File: src/rtl/present80_iter.sv
// Round-iterative PRESENT-80 encryption engine.
// One round per cycle; valid/ready on input and output.
module present80_iter #(
  parameter int NROUNDS = 31
) (
  input  logic        clk,
  input  logic        rst_n,
  input  logic        in_valid,
  output logic        in_ready,
  input  logic [63:0] pt,
  input  logic [79:0] key,
  output logic        out_valid,
  input  logic        out_ready,
  output logic [63:0] ct
);

  if (NROUNDS < 1 || NROUNDS > 31) begin : g_bad_nrounds
    $error("present80_iter: NROUNDS must be in 1..31");
  end

  localparam logic [4:0] LAST = 5'(NROUNDS);

  typedef enum logic [1:0] {
    IDLE,
    RUN,
    DONE
  } fsm_t;

  fsm_t        fsm_q, fsm_d;
  logic [63:0] state_q, state_d;
  logic [79:0] key_q, key_d;
  logic [4:0]  cnt_q, cnt_d;

  logic [63:0] sp, sn, sx, pl;
  logic [79:0] kp, kn, kr;
  logic [4:0]  rc;
  logic        r0;

  function automatic logic [3:0] sbox(input logic [3:0] x);
    logic [3:0] y;
    unique case (x)
      4'h0: y = 4'hC;
      4'h1: y = 4'h5;
      4'h2: y = 4'h6;
      4'h3: y = 4'hB;
      4'h4: y = 4'h9;
      4'h5: y = 4'h0;
      4'h6: y = 4'hA;
      4'h7: y = 4'hD;
      4'h8: y = 4'h3;
      4'h9: y = 4'hE;
      4'hA: y = 4'hF;
      4'hB: y = 4'h8;
      4'hC: y = 4'h4;
      4'hD: y = 4'h7;
      4'hE: y = 4'h1;
      default: y = 4'h2;
    endcase
    return y;
  endfunction

  for (genvar i = 0; i < 16; i++) begin : g_sbox
    assign sx[4*i +: 4] = sbox(sp[4*i +: 4]);
  end

  for (genvar i = 0; i < 64; i++) begin : g_perm
    assign pl[(i == 63) ? 63 : ((i * 16) % 63)] = sx[i];
  end

  // Key schedule step and round output; round 0 is only the whitening xor
  always_comb begin
    kr = {kp[18:0], kp[79:19]};
    kr[79:76] = sbox(kr[79:76]);
    kr[19:15] = kr[19:15] ^ rc;
    if (r0) begin
      kn = kp;
      sn = sp ^ kp[79:16];
    end else begin
      kn = kr;
      sn = pl ^ kr[79:16];
    end
  end

  // Next-state, datapath steering and register loads
  always_comb begin
    fsm_d   = fsm_q;
    state_d = state_q;
    key_d   = key_q;
    cnt_d   = cnt_q;
    sp      = state_q;
    kp      = key_q;
    rc      = cnt_q;
    r0      = 1'b0;
    unique case (fsm_q)
      IDLE: begin
        sp = pt;
        kp = key;
        r0 = 1'b1;
        if (in_valid) begin
          state_d = sn;
          key_d   = kn;
          cnt_d   = 5'd1;
          fsm_d   = RUN;
        end
      end
      RUN: begin
        state_d = sn;
        key_d   = kn;
        if (cnt_q == LAST) fsm_d = DONE;
        else cnt_d = cnt_q + 5'd1;
      end
      DONE: begin
        if (out_ready) fsm_d = IDLE;
      end
      default: fsm_d = IDLE;
    endcase
  end

  // State, key and counter registers
  always_ff @(posedge clk or negedge rst_n) begin
    if (!rst_n) begin
      fsm_q   <= IDLE;
      state_q <= '0;
      key_q   <= '0;
      cnt_q   <= '0;
    end else begin
      fsm_q   <= fsm_d;
      state_q <= state_d;
      key_q   <= key_d;
      cnt_q   <= cnt_d;
    end
  end

  assign in_ready  = (fsm_q == IDLE);
  assign out_valid = (fsm_q == DONE);
  assign ct        = out_valid ? state_q : 64'd0;

endmodule

File: config.mk
export PLATFORM = sky130hd
export DESIGN_NAME = present80_iter
export DESIGN_NICKNAME = d
export VERILOG_FILES = /design/src/rtl/present80_iter.sv
export SDC_FILE = /design/constraint.sdc
export NUM_CORES = 1
export LEC_CHECK = 0
export BUFFER_PORTS_ARGS = -buffer_cell sky130_fd_sc_hd__clkbuf_2
export CAP_MARGIN = 20
export CELL_PAD_IN_SITES_DETAIL_PLACEMENT = 0
export CELL_PAD_IN_SITES_GLOBAL_PLACEMENT = 1
export CORE_MARGIN = 2
export CORE_UTILIZATION = 40
export CTS_BUF_LIST = sky130_fd_sc_hd__clkbuf_8
export CTS_CLUSTER_SIZE = 12
export DETAILED_ROUTE_END_ITERATION = 6
export MAX_ROUTING_LAYER = met4
export PLACE_DENSITY_LB_ADDON = 0.1
export RECOVER_POWER = 25
export SYNTH_ARGS = -nofsm -noshare
export SYNTH_HDL_FRONTEND = slang
export SYNTH_SLANG_ARGS = --single-unit
File: constraint.sdc
create_clock -name clk -period 2.8 [get_ports clk]
set_clock_uncertainty 0.1 [all_clocks]
set_input_delay 0.14 -clock clk [delete_from_list [all_inputs] [get_ports clk]]
set_output_delay 0.14 -clock clk [all_outputs]
set_load 0.05 [all_outputs]
-- Word level (Yosys, flattened, before mapping)
Memory sizes are Yosys's and may differ from the RTL's.
Index checks and enable logic that the tools add are counted.
- input bits: 148
- memories: 17
- logic and storage cells: 54
- flip-flop bits (word level): 151
- ROM bits: 1088
- output and inout port bits: 66
- equal/unequal tests: 7
- add/subtract/negate cells: 1
- muxes and demuxes: 17
- reductions and logical operators: 5
- bitwise gates (word level): 3
- memory list (memory ; depth ; width ; read ports ; clocked after memory_dff ; write ports ; line ; text):
    (no name shown) ; 16 ; 4 ; 1 ; 0 ; 0 ; 41 ; unique case (x)
    (no name shown) ; 16 ; 4 ; 1 ; 0 ; 0 ; 41 ;
    (no name shown) ; 16 ; 4 ; 1 ; 0 ; 0 ; 41 ;
    (no name shown) ; 16 ; 4 ; 1 ; 0 ; 0 ; 41 ;
    (no name shown) ; 16 ; 4 ; 1 ; 0 ; 0 ; 41 ;
    (no name shown) ; 16 ; 4 ; 1 ; 0 ; 0 ; 41 ;
    11 more memories ; n/a ; n/a ; n/a ; n/a ; n/a ; n/a ;
- operators by type and width (cell ; number):
    $mux 64 ; 4
    $mux 80 ; 3
    $pmux 80 s2 ; 1
    $pmux 64 s2 ; 1
    $xor 64x64->64 ; 2
    $mux 5 ; 2
    $pmux 5 s2 ; 1
    $mux 2 ; 3
    $ne 2x2->1 const B ; 3
    $pmux 2 s3 ; 1
    $reduce_and 3->1 ; 2
    $add 5x1->5 const B ; 1
    $eq 5x5->1 const B ; 1
    $xor 5x5->5 ; 1
    $eq 2x1->1 const B ; 1
    $eq 2x2->1 const B ; 1
    $logic_not 2->1 ; 1
    $ne 2x1->1 const B ; 1
    $reduce_and 2->1 ; 1
    $reduce_bool 2->1 ; 1
    $mux 1 ; 1

-- Depth between registers and ports, before layout
- depth after elaboration: 7
- gate-level depth with buffers: 15
- depth with buffers taken out: 11

-- Least setup slack after synthesis
No wires, ideal clock.
- path type: register -> register
- from: reg fsm_q[1]
- to: reg state_q[46]
- path slack: -0.360 ns
- clock period less this slack: 3.160 ns
- arrival: 2.941 ns
- required time: 2.581 ns
- path buffers: 5
- stages on the path, launching flop included: 14
- cell sequence: dfrtp_1 > or2_4 > inv_4 > buf_6 > buf_4 > buf_2 > buf_1 > buf_2 > o21ai_0 > ha_1 > mux4_2 > xnor2_1 > a21oi_1 > nor2_1
- longest elaborated chain between the ends: 7
- RTL lines (element ; line ; text):
    start: declaration ; 29 ; fsm_t fsm_q, fsm_d;
    start signal: assignment ; 127 ; fsm_q <= fsm_d;
    $logic_not 2->1 * ; n/a ;
    net in_ready ; 9 ; output logic in_ready,
    $mux 64 ; 94 ; unique case (fsm_q)
    $mem_v2 16x4 ; n/a ;
    $xor 64x64->64 ; 80 ; sn = pl ^ kr[79:16];
    $mux 64 ; 75 ; if (r0) begin
    $mux 64 ; 99 ; if (in_valid) begin
    $pmux 64 s2 ; 94 ;
    end signal: assignment ; 128 ; state_q <= state_d;
    end: declaration ; 30 ; logic [63:0] state_q, state_d;
The timed path passes the listed nets; every way through them passes the cells marked *. The select of a mux whose other input is x is not followed.
A chain may end at the register's enable or synchronous reset.

-- Final worst setup path
- from: reg fsm_q[0]
- to: reg state_q[32]
- longest elaborated chain between the ends: 7
- RTL lines (element ; line):
    $logic_not 2->1 ; 94
    $mux 64 ; 94
    $mem_v2 16x4 ; n/a
    $xor 64x64->64 ; 80
    $mux 64 ; 75
    $mux 64 ; 99
    $pmux 64 s2 ; 94
Parallel ways exist; a longest one is shown, timed or not. The select of a mux whose other input is x is not followed.

==> results.cfg <==
[outcome]
outcome = complete, but fails checks
failed_checks = max-capacitance violations, max-slew violations, negative setup slack

[placement]
dp.cells = 2117
place_congestion = 0.907
placed_area_sq_mm = 0.0158
port_buffers = 213
dp_hpwl_microns = 37100
pre_cts_slack_ns = -0.249

[timing]
worst_pin_slew_ns = 2.01
setup_viol = 2
post-route-period-util = 1.00
slew_violations = 71
slew_headroom = -0.341
fmax_mhz = 356
rsz0062_at_grt = yes
layout_setup_ws_ns = -0.0117
period_needed_ns = 2.81
finalHoldViolations = 0

[yosys]
avgSynthCellArea_sq_um = 8.53
synth_edf_count = 0
synth.most_common_cell = nand2_1
syn_inst = 1467
synth.net_count = 1670
synth_commonest_cells = nand2_1 (201), dfrtp_1 (151), nor2_1 (143)
yosysSeqAreaShare = 0.302
synth-main-ff-cell = dfrtp_1
synth_top_area_frac = 0.302
synth_area_leaders = dfrtp_1 (30%), mux2i_1 (7.3%), nand2_1 (6.0%), xnor2_1 (5.9%), ha_1 (5.5%)
ys_ff_latch = 151
syn_area_sq_mm = 0.0125
yosys_warnings = 0
yosysTopAreaCell = dfrtp_1
async_flop_share = 1.00
synth_cell_types = 70

[critical_path]
critical_path.startpoint_type = register
cp-end-kind = register
critPathRequiredTime_ns = 3.12
cp.arrival_ns = 3.13
critical_path_class = register to register
cp_max_fo = 6

[power_and_ir_drop]
irDropWorstVdd_mv = 0.551
intPower_mw = 11.1
total_power_mw = 20.5
pwr-share-comb = 0.662
power.leakage_nw = 8.03
p_per_area_mw_per_mm2 = 1150
p_sw_frac = 0.462
switchingPower_mw = 9.49
pwr-share-seq = 0.251
clock_power_share = 0.086

[finish]
n_antenna_cell = 0
final_area_sq_mm = 0.0178
fin_util = 0.580
nNetsFinal = 2050
final_cell_count_no_fill = 2256
syn_to_final_growth_pct = 42.3
drive_above_1_share = 0.289

[clock_network]
clkSlewWorstSetupHoldPaths_ns = 0.11
cts_tree = yes
cts-htree-levels = 4
insertion_delay_ns = 0.49
cts-buffers-inserted = 17
cts.sinks = 151
cts_root_buf = clkbuf_8
cts_buffer_depth = 2

[routing]
wl_per_cell_microns = 22.3
vias_per_cell = 5.56
wl_microns = 50300
drtIter0Drc = 1026
drc_errors = 0
vias = 12500
ant_nets = 0
drt_pre_antenna_iters = 5

[min_path]
hp-class = primary input to register

[global_route]
grt_use_total = 0.310
grt.overflow.total = 0
first_global_vias = 12000
grt_max_degree = 72
antenna_found_initial = 0
grt_pass1_wl_microns = 74500

[floorplanning]
die_y_microns = 181
initial_core_util = 0.408
coreArea_sq_mm = 0.0307
fp-row-count = 64
ios = 214
die-width_microns = 181
die_area_sq_mm = 0.0327

[job]
drv_cap = 1
## what timing repair did
| action | in CTS | in global routing |
|---|---|---|
| resized for setup | 20 | 87 |
| hold buffers | 91 | 0 |
| hold endpoints to repair | 161 | 0 |
| pin swaps | 0 | 15 |
| gates cloned | 0 | 3 |
| setup buffers | 0 | 13 |
| endpoints found under the setup margin | 57 | 97 |
## worst paths after layout
kind | from | endpoint | slack, ns | cells after the start
worst max-delay path | fsm_q[0]$_DFFE_PN0P_ | state_q[32]$_DFFE_PN0P_ | -0.01 | 9
worst max register to register | fsm_q[0]$_DFFE_PN0P_ | state_q[32]$_DFFE_PN0P_ | -0.01 | 9
min in group asynchronous | rst_n | state_q[0]$_DFFE_PN0P_ | 0.67 | 2
worst min register to register | key_q[19]$_DFFE_PN0P_ | key_q[19]$_DFFE_PN0P_ | 0.43 | 2
worst min-delay path | pt[43] | state_q[43]$_DFFE_PN0P_ | 0.03 | 5
max in group asynchronous | rst_n | key_q[76]$_DFFE_PN0P_ | 0.63 | 3
## cell usage in the layout (no fill, tap or decap), drive strengths merged, types with 44 or more instances in the layout
cell type and n:
clkbuf 171, a31oi 75, inv 72, o21ai 50
and2 65, a21oi 71, nor2 143, ha 55
mux2i 111, dfrtp 151, buf 208, dlygate4sd3 91
nand2 201, xnor2 84, xor2 44
## power groups by stage
| stage | clock network (mW) | registers, mW | logic (mW) |
|---|---|---|---|
| final | 1.77 | 5.16 | 13.6 |
| after global routing | 1.89 | 5.29 | 14.8 |
| after CTS | 1.80 | 5.05 | 12.5 |
| after detailed placement | 0 | 5.08 | 12.2 |
| after global placement | 0 | 5.10 | 12.0 |
| after floorplan | 0 | 4.27 | 8.18 |
## cells by family after synthesis
kind of cell | Yosys count | synth area share
simple gates | 525 | 0.192
compound gates | 283 | 0.143
mux | 168 | 0.165
buf+inv | 157 | 0.0534
flops | 151 | 0.302
xor+xnor | 128 | 0.0896
fa+ha+maj | 55 | 0.0550
## critical path, stage by stage, from the launching register on
cell and delay [ns]:
dfrtp_1 0.39, or2_4 0.32, clkinv_8 0.12, buf_6 0.13, mux2_4 0.31, ha_1 0.29
mux4_2 0.61, xnor2_2 0.22, a21oi_1 0.10, a21oi_1 0.16
## per-layer routing
metal  part of all wire  global-route usage  vias up  wire (microns)
li1                   -                   -     5919               -
met1               0.44               0.416     6069           22200
met2               0.45               0.465      482           22700
met3              0.070              0.0560       67            3530
met5                  0                   -        -               0
met4              0.038               0.117        0            1890
## layout make-up
| type | instances | area, sq um |
|---|---|---|
| Fill cell | 2751 | 12900 |
| Multi-Input combinational cell | 1159 | 8610 |
| Timing Repair Buffer | 452 | 4270 |
| Sequential cell | 151 | 3780 |
| Tap cell | 396 | 495 |
| Inverter | 65 | 256 |
| Clock buffer | 18 | 248 |
| Clock inverter | 14 | 135 |
| Timing Repair inverter | 1 | 8.76 |
## through the flow
stage | hold slack (ns) | TNS [ns]
after floorplan | -0.256 | -0.00701
after global placement | 0.123 | -0.506
after detailed placement | 0.116 | -0.477
after CTS | 0.00252 | -0.0330
after global routing | 0.0407 | -0.703
final | 0.0282 | -0.0160
## state kept, by name, summed over array words and instances (netlist names)
| signal | flops |
|---|---|
| cnt_q | 5 |
| fsm_q | 2 |
| key_q | 80 |
| state_q | 64 |
Note: power is estimated with default switching activity, not from simulation.
